$ cat src/rtl/uart_rx_word_packer.sv
// UART 8N1 receiver that packs four bytes little-endian into a 32-bit word with a one-cycle valid strobe.
// Define UART_RX_WORD_PARITY_EN to expect an even-parity bit between the data and stop bits.
`timescale 1ns/1ps
module uart_rx_word_packer #(
  parameter int CLKS_PER_BIT = 16,
  parameter int TIMEOUT_BITS = 40
) (
  input  logic        div_clk,
  input  logic        reset,
  input  logic        rx,
  output logic [31:0] word_out,
  output logic        word_valid,
  output logic [1:0]  byte_cnt,
  output logic        frame_err,
  output logic        timeout_err,
  output logic        parity_err
);

  localparam int TO_LIMIT = TIMEOUT_BITS * CLKS_PER_BIT;
  localparam int TW = $clog2(TO_LIMIT + 1);
  localparam int CW = $clog2(CLKS_PER_BIT);
  localparam logic [CW-1:0] HALF_M1 = CW'(CLKS_PER_BIT / 2 - 1);
  localparam logic [CW-1:0] FULL_M1 = CW'(CLKS_PER_BIT - 1);
  localparam logic [TW-1:0] TO_TERM = TW'(TO_LIMIT);

  typedef enum logic [2:0] {
    S_IDLE,
    S_START,
    S_DATA,
`ifdef UART_RX_WORD_PARITY_EN
    S_PARITY,
`endif
    S_STOP,
    S_BREAK
  } state_t;

  state_t          r_state;
  state_t          w_next_state;
  logic [1:0]      r_sync;
  logic [CW-1:0]   r_clk_cnt;
  logic [2:0]      r_bit_cnt;
  logic [7:0]      r_shift;
  logic [7:0]      r_lane0, r_lane1, r_lane2;
  logic [TW-1:0]   r_tcnt;
  logic [1:0]      r_byte_cnt;
  logic [31:0]     r_word_out;
  logic            r_word_valid, r_frame_err, r_timeout_err;

  logic w_rx_s, w_half, w_full;
  logic w_start, w_cnt_clr, w_shift_en, w_accept, w_frame_bad, w_timeout;

  assign w_rx_s = r_sync[1];
  assign w_half = (r_clk_cnt == HALF_M1);
  assign w_full = (r_clk_cnt == FULL_M1);

`ifdef UART_RX_WORD_PARITY_EN
  logic r_par_bad, r_parity_err, w_par_smp, w_par_fail;
  assign parity_err = r_parity_err;
`else
  assign parity_err = 1'b0;
`endif

  always_ff @(posedge div_clk) begin
    if (reset) r_state <= S_IDLE;
    else       r_state <= w_next_state;
  end

  always_comb begin
    w_next_state = r_state;
    w_start      = 1'b0;
    w_cnt_clr    = 1'b0;
    w_shift_en   = 1'b0;
    w_accept     = 1'b0;
    w_frame_bad  = 1'b0;
    w_timeout    = 1'b0;
`ifdef UART_RX_WORD_PARITY_EN
    w_par_smp    = 1'b0;
    w_par_fail   = 1'b0;
`endif
    case (r_state)
      // A start edge on the terminal-count cycle pre-empts the timeout.
      S_IDLE: begin
        if (!w_rx_s) begin
          w_start      = 1'b1;
          w_cnt_clr    = 1'b1;
          w_next_state = S_START;
        end else if (r_byte_cnt != 2'd0 && r_tcnt == TO_TERM) begin
          w_timeout = 1'b1;
        end
      end
      S_START: begin
        if (w_half) begin
          w_cnt_clr    = 1'b1;
          w_next_state = w_rx_s ? S_IDLE : S_DATA;
        end
      end
      S_DATA: begin
        if (w_full) begin
          w_cnt_clr  = 1'b1;
          w_shift_en = 1'b1;
          if (r_bit_cnt == 3'd7) begin
`ifdef UART_RX_WORD_PARITY_EN
            w_next_state = S_PARITY;
`else
            w_next_state = S_STOP;
`endif
          end
        end
      end
`ifdef UART_RX_WORD_PARITY_EN
      S_PARITY: begin
        if (w_full) begin
          w_cnt_clr    = 1'b1;
          w_par_smp    = 1'b1;
          w_next_state = S_STOP;
        end
      end
`endif
      S_STOP: begin
        if (w_full) begin
          w_cnt_clr = 1'b1;
          if (!w_rx_s) begin
            w_frame_bad  = 1'b1;
            w_next_state = S_BREAK;
          end else begin
            w_next_state = S_IDLE;
`ifdef UART_RX_WORD_PARITY_EN
            if (r_par_bad) w_par_fail = 1'b1;
            else           w_accept   = 1'b1;
`else
            w_accept = 1'b1;
`endif
          end
        end
      end
      S_BREAK: begin
        if (w_rx_s) w_next_state = S_IDLE;
      end
      default: w_next_state = S_IDLE;
    endcase
  end

  always_ff @(posedge div_clk) begin
    if (reset) begin
      r_sync        <= 2'b11;
      r_clk_cnt     <= '0;
      r_bit_cnt     <= 3'd0;
      r_shift       <= 8'd0;
      r_lane0       <= 8'd0;
      r_lane1       <= 8'd0;
      r_lane2       <= 8'd0;
      r_tcnt        <= '0;
      r_byte_cnt    <= 2'd0;
      r_word_out    <= 32'd0;
      r_word_valid  <= 1'b0;
      r_frame_err   <= 1'b0;
      r_timeout_err <= 1'b0;
    end else begin
      r_sync        <= {r_sync[0], rx};
      r_word_valid  <= 1'b0;
      r_frame_err   <= 1'b0;
      r_timeout_err <= 1'b0;
      r_clk_cnt     <= w_cnt_clr ? '0 : r_clk_cnt + 1'b1;

      if (w_start) r_bit_cnt <= 3'd0;
      if (w_shift_en) begin
        r_shift   <= {w_rx_s, r_shift[7:1]};
        r_bit_cnt <= r_bit_cnt + 1'b1;
      end

      if (r_state == S_IDLE && r_byte_cnt != 2'd0 && !w_start && !w_timeout)
        r_tcnt <= r_tcnt + 1'b1;
      else
        r_tcnt <= '0;

      if (w_timeout) begin
        r_byte_cnt    <= 2'd0;
        r_timeout_err <= 1'b1;
      end

      // Lane 3 never needs storage: it goes straight into word_out.
      if (w_accept) begin
        case (r_byte_cnt)
          2'd0: r_lane0 <= r_shift;
          2'd1: r_lane1 <= r_shift;
          2'd2: r_lane2 <= r_shift;
          default: begin
            r_word_out   <= {r_shift, r_lane2, r_lane1, r_lane0};
            r_word_valid <= 1'b1;
          end
        endcase
        r_byte_cnt <= r_byte_cnt + 1'b1;
      end

      if (w_frame_bad) begin
        r_frame_err <= 1'b1;
        r_byte_cnt  <= 2'd0;
      end
`ifdef UART_RX_WORD_PARITY_EN
      if (w_par_fail) r_byte_cnt <= 2'd0;
`endif
    end
  end

`ifdef UART_RX_WORD_PARITY_EN
  // Even parity: data bits XOR parity bit must be zero.
  always_ff @(posedge div_clk) begin
    if (reset) begin
      r_par_bad    <= 1'b0;
      r_parity_err <= 1'b0;
    end else begin
      r_parity_err <= w_par_fail;
      if (w_par_smp) r_par_bad <= ^{r_shift, w_rx_s};
    end
  end
`endif

  assign word_out    = r_word_out;
  assign word_valid  = r_word_valid;
  assign byte_cnt    = r_byte_cnt;
  assign frame_err   = r_frame_err;
  assign timeout_err = r_timeout_err;

endmodule

$ cat config.mk
export PLATFORM = sky130hd
export DESIGN_NAME = uart_rx_word_packer
export DESIGN_NICKNAME = d
export VERILOG_FILES = /design/src/rtl/uart_rx_word_packer.sv
export SDC_FILE = /design/constraint.sdc
export NUM_CORES = 1
export LEC_CHECK = 0
export CORE_MARGIN = 4
export CORE_UTILIZATION = 55
export CTS_CLUSTER_SIZE = 20
export DETAILED_ROUTE_END_ITERATION = 8
export PLACE_DENSITY = 0.84
export SLEW_MARGIN = 5
export SYNTH_ARGS = -nofsm -noshare
export SYNTH_HDL_FRONTEND = slang
export SYNTH_SLANG_ARGS = --single-unit
$ cat constraint.sdc
create_clock -name div_clk -period 2.1 [get_ports div_clk]
set_input_delay 0.42 -clock div_clk [delete_from_list [all_inputs] [get_ports div_clk]]
set_output_delay 0.42 -clock div_clk [all_outputs]
set_load 0.1 [all_outputs]
==> results of run 1 <==
[layout make-up]
class | instances | area, sq um
Fill cell | 483 | 2000
Sequential cell | 91 | 1830
Multi-Input combinational cell | 270 | 1530
Timing Repair Buffer | 44 | 355
Clock buffer | 10 | 128
Clock inverter | 6 | 96.3
Tap cell | 75 | 93.8
Inverter | 7 | 26.3
[sequential cells by signal, indices dropped and copies added (netlist names), 3 cells and up]
signal	flops
word_out	32
r_tcnt	10
r_lane0	8
r_lane1	8
r_lane2	8
r_shift	8
r_clk_cnt	4
r_bit_cnt	3
r_state	3
[where the power goes]
group / internal [mW] / total (mW) / switching [mW]
registers: 1.73 / 1.74 / 0.00898
logic: 0.0157 / 0.0558 / 0.0401
clock network: 0.685 / 1.31 / 0.620
[cell families after synthesis]
logic type	count (synthesis)	synth area share (%)
multiplexers	24	6.84
buffers and inverters	34	4.52
other	1	0.107
flip-flops	91	51.9
AO/OA/AOI/OAI	56	8.80
XOR/XNOR	10	2.49
AND/OR/NAND/NOR	170	22.2
adder cells (fa/ha/maj)	9	3.21
[per-stage QoR]
| step | hold slack [ns] | worst slack, ns | instances | area, sq um | total power [mW] |
|---|---|---|---|---|---|
| after floorplan | 0.389 | 0.0704 | 395 | 3520 | 1.82 |
| after global placement | 0.392 | 0.241 | 487 | 3840 | 1.83 |
| after detailed placement | 0.397 | 0.162 | 487 | 3840 | 1.83 |
| after CTS | 0.418 | 0.150 | 503 | 4060 | 3.13 |
| after global routing | 0.436 | 0.0829 | 503 | 4060 | 3.21 |
| final | 0.416 | 0.155 | 503 | 4060 | 3.10 |
[worst min-delay path by stage]
stage	slack, ns	to	start	cells past startpoint
floorplan	0.39	r_sync[1]$_SDFF_PP1_	r_sync[0]$_SDFF_PP1_	1
detailed placement	0.40	r_sync[1]$_SDFF_PP1_	r_sync[0]$_SDFF_PP1_	1
global route	0.44	r_sync[1]$_SDFF_PP1_	r_sync[0]$_SDFF_PP1_	1
global placement	0.39	r_sync[1]$_SDFF_PP1_	r_sync[0]$_SDFF_PP1_	1
CTS	0.42	r_sync[1]$_SDFF_PP1_	r_sync[0]$_SDFF_PP1_	1
finish	0.42	r_sync[1]$_SDFF_PP1_	r_sync[0]$_SDFF_PP1_	1
[worst max-delay path: stages (launching register included)]
cell                      delay [ns]
sky130_fd_sc_hd__dfxtp_4        0.37
sky130_fd_sc_hd__inv_1          0.07
sky130_fd_sc_hd__ha_1           0.25
sky130_fd_sc_hd__or4_4          0.50
sky130_fd_sc_hd__or3b_1         0.53
sky130_fd_sc_hd__nor2_1         0.15
[synthesized netlist by cell type (3+ instances only)]
master,n
sky130_fd_sc_hd__buf_2,10
sky130_fd_sc_hd__nand3_2,3
sky130_fd_sc_hd__mux2i_1,24
sky130_fd_sc_hd__ha_1,9
sky130_fd_sc_hd__inv_1,7
sky130_fd_sc_hd__xor2_1,8
sky130_fd_sc_hd__and3_1,4
sky130_fd_sc_hd__a21oi_1,46
sky130_fd_sc_hd__nor2_1,42
sky130_fd_sc_hd__nand4_1,6
sky130_fd_sc_hd__nand2_1,84
sky130_fd_sc_hd__nand3_1,10
sky130_fd_sc_hd__clkbuf_1,14
sky130_fd_sc_hd__dfxtp_1,91
[per-layer routing]
metal  up-vias  share of wire (%)  GRT usage [%]
met3         9                4.2           3.10
li1       1373                  -              -
met4         0                1.5           8.37
met1      1226                 47           24.6
met5         -                  0              0
met2        40                 47           29.8
==> impl_metrics.tcl, run 1 <==
set metrics [dict create \
    cts_setup_buffers 0 \
    wire_length_of_the_first_global_routing_pass_mm 11.3 \
    mostFrequentLayoutCells "89 x sky130_fd_sc_hd__dfxtp_1, 84 x sky130_fd_sc_hd__nand2_1, 46 x sky130_fd_sc_hd__a21oi_1, 42 x sky130_fd_sc_hd__nor2_1, 40 x sky130_fd_sc_hd__buf_4" \
    outcome "finished clean" \
    ratio_of_final_minimum_period_to_clock_period_pct 92.6 \
    fmaxAchievable_mhz 514 \
    irDropWorstVdd_mv 0.513 \
    cts_made_buffers 9 \
    reg2reg_from "byte_cnt[0]$_SDFFE_PP0P_" \
    drv_slew 0 \
    timing.final.crit_period_ns 1.95 \
    core.rowCount 28 \
    antenna_cells_inserted 0 \
    die-width_microns 87.9 \
    drtAntennaViolNets 0 \
    cts.repair.resized 0 \
    worst_ep_arrival_time_ns 2.23 \
    path_class "register to register" \
    setup-tns-final_ns 0 \
    yosysUniqueCellTypes 41 \
    cts_tree "done" \
    dieHeight_microns 87.9 \
    worst_r2r_path_depth 5 \
    most_used_dff_post_synth "sky130_fd_sc_hd__dfxtp_1" \
    floorplan.initialDensity_pct 58.0 \
    drt_iter0_markers 130 \
    timing.final.hold_violations 0 \
    synth.yosys.warnings 0 \
    cell_area_after_synthesis_sq_um 3510 \
    drc 0 \
    post_route_cells_drive_above_1_share_pct 16.1 \
    critical_path.startpoint_type "register" \
    grt_usage_pct 18.6 \
    detail_route.vias_per_cell 5.26 \
    clock_sinks 91 \
    syn_inst 395 \
    synth-seq-area-share_pct 51.9 \
    number_of_buffer_cells_added_on_primary_ports 39 \
    ys_ff_latch 91 \
    area_delta_synth_final_pct 15.6 \
    post_route_skew_ns 0.0115 \
    antenna_found_initial 0 \
    maximum_number_of_pins_on_one_net_before_global_route_repair 58 \
    nNetsFinal 435 \
    ys_async_sr_fraction_pct 0 \
    grt_remaining_overflow 0 \
    post_route_core_utilization_pct 67.0 \
    synthesis.nets 407 \
    timing.reg2reg.setup_slack_ns 0.15 \
    grt_pass1_vias 2505 \
    critPathCaptureType "register" \
    htree_levels 3 \
    dr_total_vias 2648 \
    place_congestion 0.804 \
    cellLeakagePower_nw 1.67 \
    floorplan.die_area_sq_um 7730 \
    avgSynthCellArea_sq_um 8.89 \
    hold_removal_path_class "register to register" \
    cp-endpoint "r_tcnt[5]$_SDFF_PP0_" \
    dp_hpwl_mm 4.43 \
    path_clk_slew_ns 0.08 \
    clockBufferDepth 2 \
    number_of_synthesized_flops_with_an_enable_pin 0 \
    rsz0062_at_grt "false" \
    synth_area_leaders "sky130_fd_sc_hd__dfxtp_1 52%, sky130_fd_sc_hd__nand2_1 9.0%, sky130_fd_sc_hd__mux2i_1 6.8%" \
    critical_path_required_ns 2.38 \
    synthDominantCellAreaShare_pct 51.9 \
    worst_setup_path_startpoint "byte_cnt[0]$_SDFFE_PP0P_" \
    mostFrequentLayoutCell "sky130_fd_sc_hd__dfxtp_1" \
    final-setup-viol-count 0 \
    detailed_route_wire_length_mm 6.59 \
    fp.coreArea_sq_um 6060 \
    power_density_nw_per_um2 763 \
    max-cap-violations 0 \
    clkLatencyLatePin_ns 0.36 \
    top_level_ports 41 \
    timing.critical_path.fanout_max 10 \
    cts-hold-fix-buffers 0 \
    drtPass1Iterations 4 \
    r2r-end "r_tcnt[5]$_SDFF_PP0_" \
    cts.root.buffer_cell "sky130_fd_sc_hd__clkbuf_8" \
    synth_area_leader_cell "sky130_fd_sc_hd__dfxtp_1" \
    wire_per_inst_microns 13.1 \
]
(Power assumes the default switching activity.)
==> inputs of run 2 (changes only) <==
CORE_MARGIN = 10   (was 4)
==> run 2 against run 1 <==
Sequential cell count did not move; via count rose by 1.9%; maximum frequency rose by 0.52%; global-route usage decreased by 4.3 points; largest power group unchanged; die area is 29% higher; final area is 1.2% lower; setup slack improved by 0.010 ns; critical endpoint is now r_tcnt[4]$_SDFF_PP0_; combinational power up 0.7%; sequential power barely moved; non-clock buffer count is 3 higher; first-iteration DRC count is 32% higher; clock skew decreased by 0.0012 ns.
==> impl_metrics.tcl, run 2 (synthesis results as in run 1) <==
set metrics [dict create \
    path_clk_slew_ns 0.08 \
    fmaxAchievable_mhz 517 \
    top_level_ports 41 \
    cts_made_buffers 9 \
    crit_slowest_cell "sky130_fd_sc_hd__or3b_1" \
    timing.reg2reg.setup_slack_ns 0.16 \
    timing.critical_path.fanout_max 10 \
    floorplan.initialDensity_pct 56.0 \
    r2r-end "r_tcnt[4]$_SDFF_PP0_" \
    wire_length_of_the_first_global_routing_pass_mm 11.9 \
    seq_area_sq_um 1830 \
    nNetsFinal 438 \
    cts_setup_buffers 0 \
    worst_setup_path_startpoint "byte_cnt[0]$_SDFFE_PP0P_" \
    drtPass1Iterations 4 \
    cts.repair.resized 0 \
    hold_removal_path_class "register to register" \
    place_congestion 0.789 \
    setup-tns-final_ns 0 \
    grt_remaining_overflow 0 \
    detailed_route_wire_length_mm 7.11 \
    timing.final.hold_violations 0 \
    mostFrequentLayoutCells "89 x sky130_fd_sc_hd__dfxtp_1, 84 x sky130_fd_sc_hd__nand2_1, 46 x sky130_fd_sc_hd__a21oi_1, 45 x sky130_fd_sc_hd__buf_4, 42 x sky130_fd_sc_hd__nor2_1" \
    number_of_buffer_cells_added_on_primary_ports 39 \
    whs_endpoint "r_sync[1]$_SDFF_PP1_" \
    drc 0 \
    largest_register_ff_count 32 \
    power_density_nw_per_um2 710 \
    cts_tree "done" \
    critical_path.startpoint_type "register" \
    min_delay_path_depth 1 \
    grt_usage_pct 14.3 \
    irDropWorstVdd_mv 0.567 \
    area_delta_synth_final_pct 14.2 \
    drt_iter0_markers 171 \
    grt_pass1_vias 2569 \
    clkLatencyLatePin_ns 0.35 \
    max-cap-violations 0 \
    drv_slew 0 \
    post_route_cells_drive_above_1_share_pct 16.7 \
    die-width_microns 99.9 \
    outcome "finished clean" \
    wire_per_inst_microns 14.0 \
    rsz0062_at_grt "false" \
    floorplan.die_area_sq_um 9990 \
    antenna_found_initial 0 \
    cpPeakStageDelay_ns 0.54 \
    core.rowCount 29 \
    final-setup-viol-count 0 \
    dp_hpwl_mm 4.86 \
    antenna_cells_inserted 0 \
    fp.coreArea_sq_um 6280 \
    reg2reg_from "byte_cnt[0]$_SDFFE_PP0P_" \
    nFillCells 544 \
    worstPathCellList "inv_1 -> ha_1 -> or4_4 -> or3b_1 -> nor2_1" \
    maximum_number_of_pins_on_one_net_before_global_route_repair 32 \
    ratio_of_final_minimum_period_to_clock_period_pct 92.2 \
    path_class "register to register" \
    htree_levels 3 \
    dieHeight_microns 99.9 \
    worst_ep_arrival_time_ns 2.22 \
    detail_route.vias_per_cell 5.32 \
    mostFrequentLayoutCell "sky130_fd_sc_hd__dfxtp_1" \
    worst_r2r_path_depth 5 \
    clockBufferDepth 2 \
    dr_total_vias 2699 \
    critPathCaptureType "register" \
    post_route_core_utilization_pct 63.9 \
    cts-hold-fix-buffers 0 \
    post_route_skew_ns 0.0103 \
    cellLeakagePower_nw 1.65 \
    multiInputGateArea_sq_um 1530 \
    timing.final.crit_period_ns 1.94 \
    cts.root.buffer_cell "sky130_fd_sc_hd__clkbuf_8" \
    clock_sinks 91 \
    drtAntennaViolNets 0 \
    critical_path_required_ns 2.39 \
    hold_path_startpoint "r_sync[0]$_SDFF_PP1_" \
]
-- run 2: cell types whose count changed in the layout (fill, tap and decap cells not counted), sizes merged --
cell	before	now
inv	9	10
bufinv	2	0
buf	43	46
clkbuf	10	9
clkinvlp	1	2
-- run 2: worst max-delay path, delay by kind of cell, from the launching register on --
kind / cells / cell delay (ns)
adder cells (fa/ha/maj): 1 / 0.24
AND/OR/NAND/NOR: 3 / 1.19
buffers and inverters: 1 / 0.07
flip-flops: 1 / 0.38
-- run 2: layer usage --
metal  vias up  routed length [microns]  track usage [%]
li1       1381                        -                -
met1      1234                     3090             17.2
met2        72                     3440             23.2
met3        12                      434             3.16
met4         0                      140             7.61
met5         -                        0                0
-- run 2: worst max path at each step --
stage	to	cells past startpoint
final	r_tcnt[4]$_SDFF_PP0_	5
after global routing	word_out[20]$_SDFFE_PP0P_	6
after CTS	r_tcnt[7]$_SDFF_PP0_	5
after detailed placement	r_tcnt[5]$_SDFF_PP0_	5
after global placement	r_tcnt[7]$_SDFF_PP0_	5
after floorplan	r_tcnt[2]$_SDFF_PP0_	6
-- run 2: layout make-up --
cell class	count	share of cell area, %
sequential	91	45.6
tap	77	2.40
clock inverter	6	1.25
timing repair buffer	47	8.80
inverter	7	0.655
clock buffer	9	3.09
multi-input combinational	270	38.2
-- run 2: metrics by stage --
step	area (sq um)	setup WS [ns]	hold WS [ns]	instances	power, mW
final	4010	0.165	0.415	507	2.85
after global routing	4010	0.0115	0.438	507	2.95
after CTS	4010	0.167	0.415	507	2.87
after detailed placement	3840	0.169	0.394	492	1.83
after global placement	3840	0.237	0.395	492	1.83
after floorplan	3520	0.0704	0.389	395	1.82
-- run 2: where the power goes --
part	switching [mW]	internal [mW]	total [mW]
registers	0.00854	1.73	1.74
logic	0.0409	0.0153	0.0562
clock network	0.618	0.438	1.06
==> inputs of run 3 (changes only) <==
CORE_UTILIZATION = 56   (was 55)
DONT_BUFFER_PORTS = 1   (was not set)
GPL_TIMING_DRIVEN = 0   (was not set)
PLACE_DENSITY = 0.76   (was 0.84)
==> run 3 against run 2 <==
Global-route usage increased by 0.52 points; wire length up 3.6%; register-to-register slack worse by 0.09 ns; critical endpoint is now r_tcnt[6]$_SDFF_PP0_; largest power group unchanged.
==> impl_metrics.tcl, run 3 (synthesis results as in run 1) <==
set metrics [dict create \
    outcome "finished clean" \
    floorplan.die_area_sq_um 9840 \
    max-cap-violations 0 \
    cellInternalPower_mw 2.30 \
    drt_iter0_markers 74 \
    critical_path_required_ns 2.39 \
    dr_total_vias 2641 \
    seq_area_sq_um 1830 \
    timing.critical_path.fanout_max 10 \
    grt_pass1_vias 2535 \
    core.rowCount 28 \
    mostFrequentLayoutCell "sky130_fd_sc_hd__dfxtp_1" \
    multiInputGateArea_sq_um 1550 \
    rsz0062_at_grt "false" \
    timing.max_slew.rel_slack_pct 32.5 \
    critPathCaptureType "register" \
    clkLatencyLatePin_ns 0.36 \
    drtAntennaViolNets 0 \
    final-setup-viol-count 0 \
    hold_path_startpoint "reset" \
    timing.final.crit_period_ns 2.02 \
    largest_register_ff_count 32 \
    nNetsFinal 418 \
    whs_endpoint "r_state[1]$_SDFFE_PP0P_" \
    combPwrFrac_pct 2.2 \
    post_route_core_utilization_pct 64.1 \
    worst_r2r_path_depth 6 \
    min_delay_path_depth 1 \
    die-width_microns 99.2 \
    cts-hold-fix-buffers 0 \
    path_clk_slew_ns 0.09 \
    antenna_found_initial 0 \
    maximum_number_of_pins_on_one_net_before_global_route_repair 17 \
    seqPwrFrac_pct 58.1 \
    cellLeakagePower_nw 1.52 \
    grt_busiest_layer "met2" \
    post_route_cells_drive_above_1_share_pct 11.7 \
    reg2reg_from "byte_cnt[0]$_SDFFE_PP0P_" \
    worst_ep_arrival_time_ns 2.32 \
    number_of_buffer_cells_added_on_primary_ports 0 \
    detailed_route_wire_length_mm 7.37 \
    timing.final.hold_violations 0 \
    drc 0 \
    dp_hpwl_mm 5.11 \
    whs_ns 0.149 \
    r2r-end "r_tcnt[6]$_SDFF_PP0_" \
    cts.root.buffer_cell "sky130_fd_sc_hd__clkbuf_8" \
    nFillCells 514 \
    finish.instance_area_sq_um 3840 \
    drv_slew 0 \
    switching_power_mw 0.681 \
    drtPass1Iterations 5 \
    grt_remaining_overflow 0 \
    dieHeight_microns 99.2 \
    power_density_nw_per_um2 777 \
    hold_removal_path_class "primary input to register" \
    critical_path.startpoint_type "register" \
    p_clk_share_pct 39.8 \
    grt_use_met2_pct 24.3 \
    fp.coreArea_sq_um 5990 \
    detail_route.vias_per_cell 5.43 \
    worst-slew-pin-transition_ns 1.01 \
    grtUsageMet3_pct 5.81 \
    grt_usage_pct 14.8 \
    cts_setup_buffers 0 \
    place_congestion 0.793 \
    mostFrequentLayoutCells "89 x sky130_fd_sc_hd__dfxtp_1, 84 x sky130_fd_sc_hd__nand2_1, 46 x sky130_fd_sc_hd__a21oi_1, 42 x sky130_fd_sc_hd__nor2_1, 24 x sky130_fd_sc_hd__mux2i_1" \
    cts.repair.resized 3 \
    htree_levels 3 \
    ratio_of_final_minimum_period_to_clock_period_pct 96.4 \
    irDropWorstVdd_mv 0.595 \
    clockBufferDepth 2 \
    floorplan.initialDensity_pct 58.6 \
    met1_usage_in_global_routing_pct 16.9 \
    wire_per_inst_microns 15.2 \
    finalPower_mw 2.98 \
    area_delta_synth_final_pct 9.22 \
    top_level_ports 41 \
    clock_sinks 91 \
    path_class "register to register" \
    sw_frac_of_total_pct 22.8 \
    cts_tree "done" \
    fmaxAchievable_mhz 494 \
    antenna_cells_inserted 0 \
    timing.reg2reg.setup_slack_ns 0.08 \
    wire_length_of_the_first_global_routing_pass_mm 12.1 \
    post_dp_cell_area_sq_um 3610 \
    post_route_skew_ns 0.0149 \
    cts_made_buffers 9 \
]
[run 3: cell count changes in the layout (fill, tap and decap cells not counted), moves of 2 or more]
cell	change
sky130_fd_sc_hd__clkinv_2	+2
sky130_fd_sc_hd__inv_1	-2
sky130_fd_sc_hd__clkbuf_2	+3
sky130_fd_sc_hd__clkinvlp_4	-2
sky130_fd_sc_hd__ha_1	-2
sky130_fd_sc_hd__buf_6	+2
sky130_fd_sc_hd__buf_2	+9
sky130_fd_sc_hd__inv_4	+3
sky130_fd_sc_hd__clkbuf_1	+11
sky130_fd_sc_hd__buf_4	-44
[run 3: power by group through the flow]
stage                     Clock (mW)  Sequential [mW]  Combinational, mW
after floorplan                    0             1.77             0.0504
final                           1.19             1.73             0.0643
after global routing            1.27             1.73             0.0730
after CTS                       1.20             1.73             0.0638
after detailed placement           0             1.77             0.0638
after global placement             0             1.77             0.0627
[run 3: final cells by class]
cell class,instances,share of cell area [%]
Multi-Input combinational cell,270,40.4
Clock inverter,7,1.89
Inverter,7,0.815
Clock buffer,9,3.23
Buffer,27,3.55
Sequential cell,91,47.7
Tap cell,75,2.45
[run 3: per-stage QoR]
stage               std cells  setup WS [ns]  TNS (ns)
finish                    486         0.0756         0
global route              486         0.0219         0
CTS                       486         0.0279         0
detailed placement        470        -0.0497    -0.329
global placement          470        -0.0222    -0.171
floorplan                 395         0.0704         0
[run 3: routing by layer]
metal / up-vias / share of wire (%)
met5: - / 0
met4: 0 / 1.5
met3: 12 / 7.5
met2: 59 / 47
met1: 1227 / 44
li1: 1343 / -
[run 3: worst max path at each step]
stage / startpoint / slack [ns] / depth (start not counted) / to
floorplan: byte_cnt[0]$_SDFFE_PP0P_ / 0.07 / 6 / r_tcnt[2]$_SDFF_PP0_
global placement: byte_cnt[0]$_SDFFE_PP0P_ / -0.02 / 6 / r_tcnt[6]$_SDFF_PP0_
detailed placement: byte_cnt[0]$_SDFFE_PP0P_ / -0.05 / 6 / r_tcnt[2]$_SDFF_PP0_
CTS: byte_cnt[0]$_SDFFE_PP0P_ / 0.03 / 6 / r_tcnt[6]$_SDFF_PP0_
global route: byte_cnt[0]$_SDFFE_PP0P_ / 0.02 / 6 / r_tcnt[4]$_SDFF_PP0_
finish: byte_cnt[0]$_SDFFE_PP0P_ / 0.08 / 6 / r_tcnt[6]$_SDFF_PP0_
[run 3: worst max-delay path, cell delays in order, from the launching register on]
cell and delay, ns:
sky130_fd_sc_hd__dfxtp_4 0.58, sky130_fd_sc_hd__inv_4 0.08, sky130_fd_sc_hd__ha_4 0.18, sky130_fd_sc_hd__or4_4 0.49, sky130_fd_sc_hd__or3b_4 0.38, sky130_fd_sc_hd__buf_6 0.15, sky130_fd_sc_hd__nor2_1 0.10
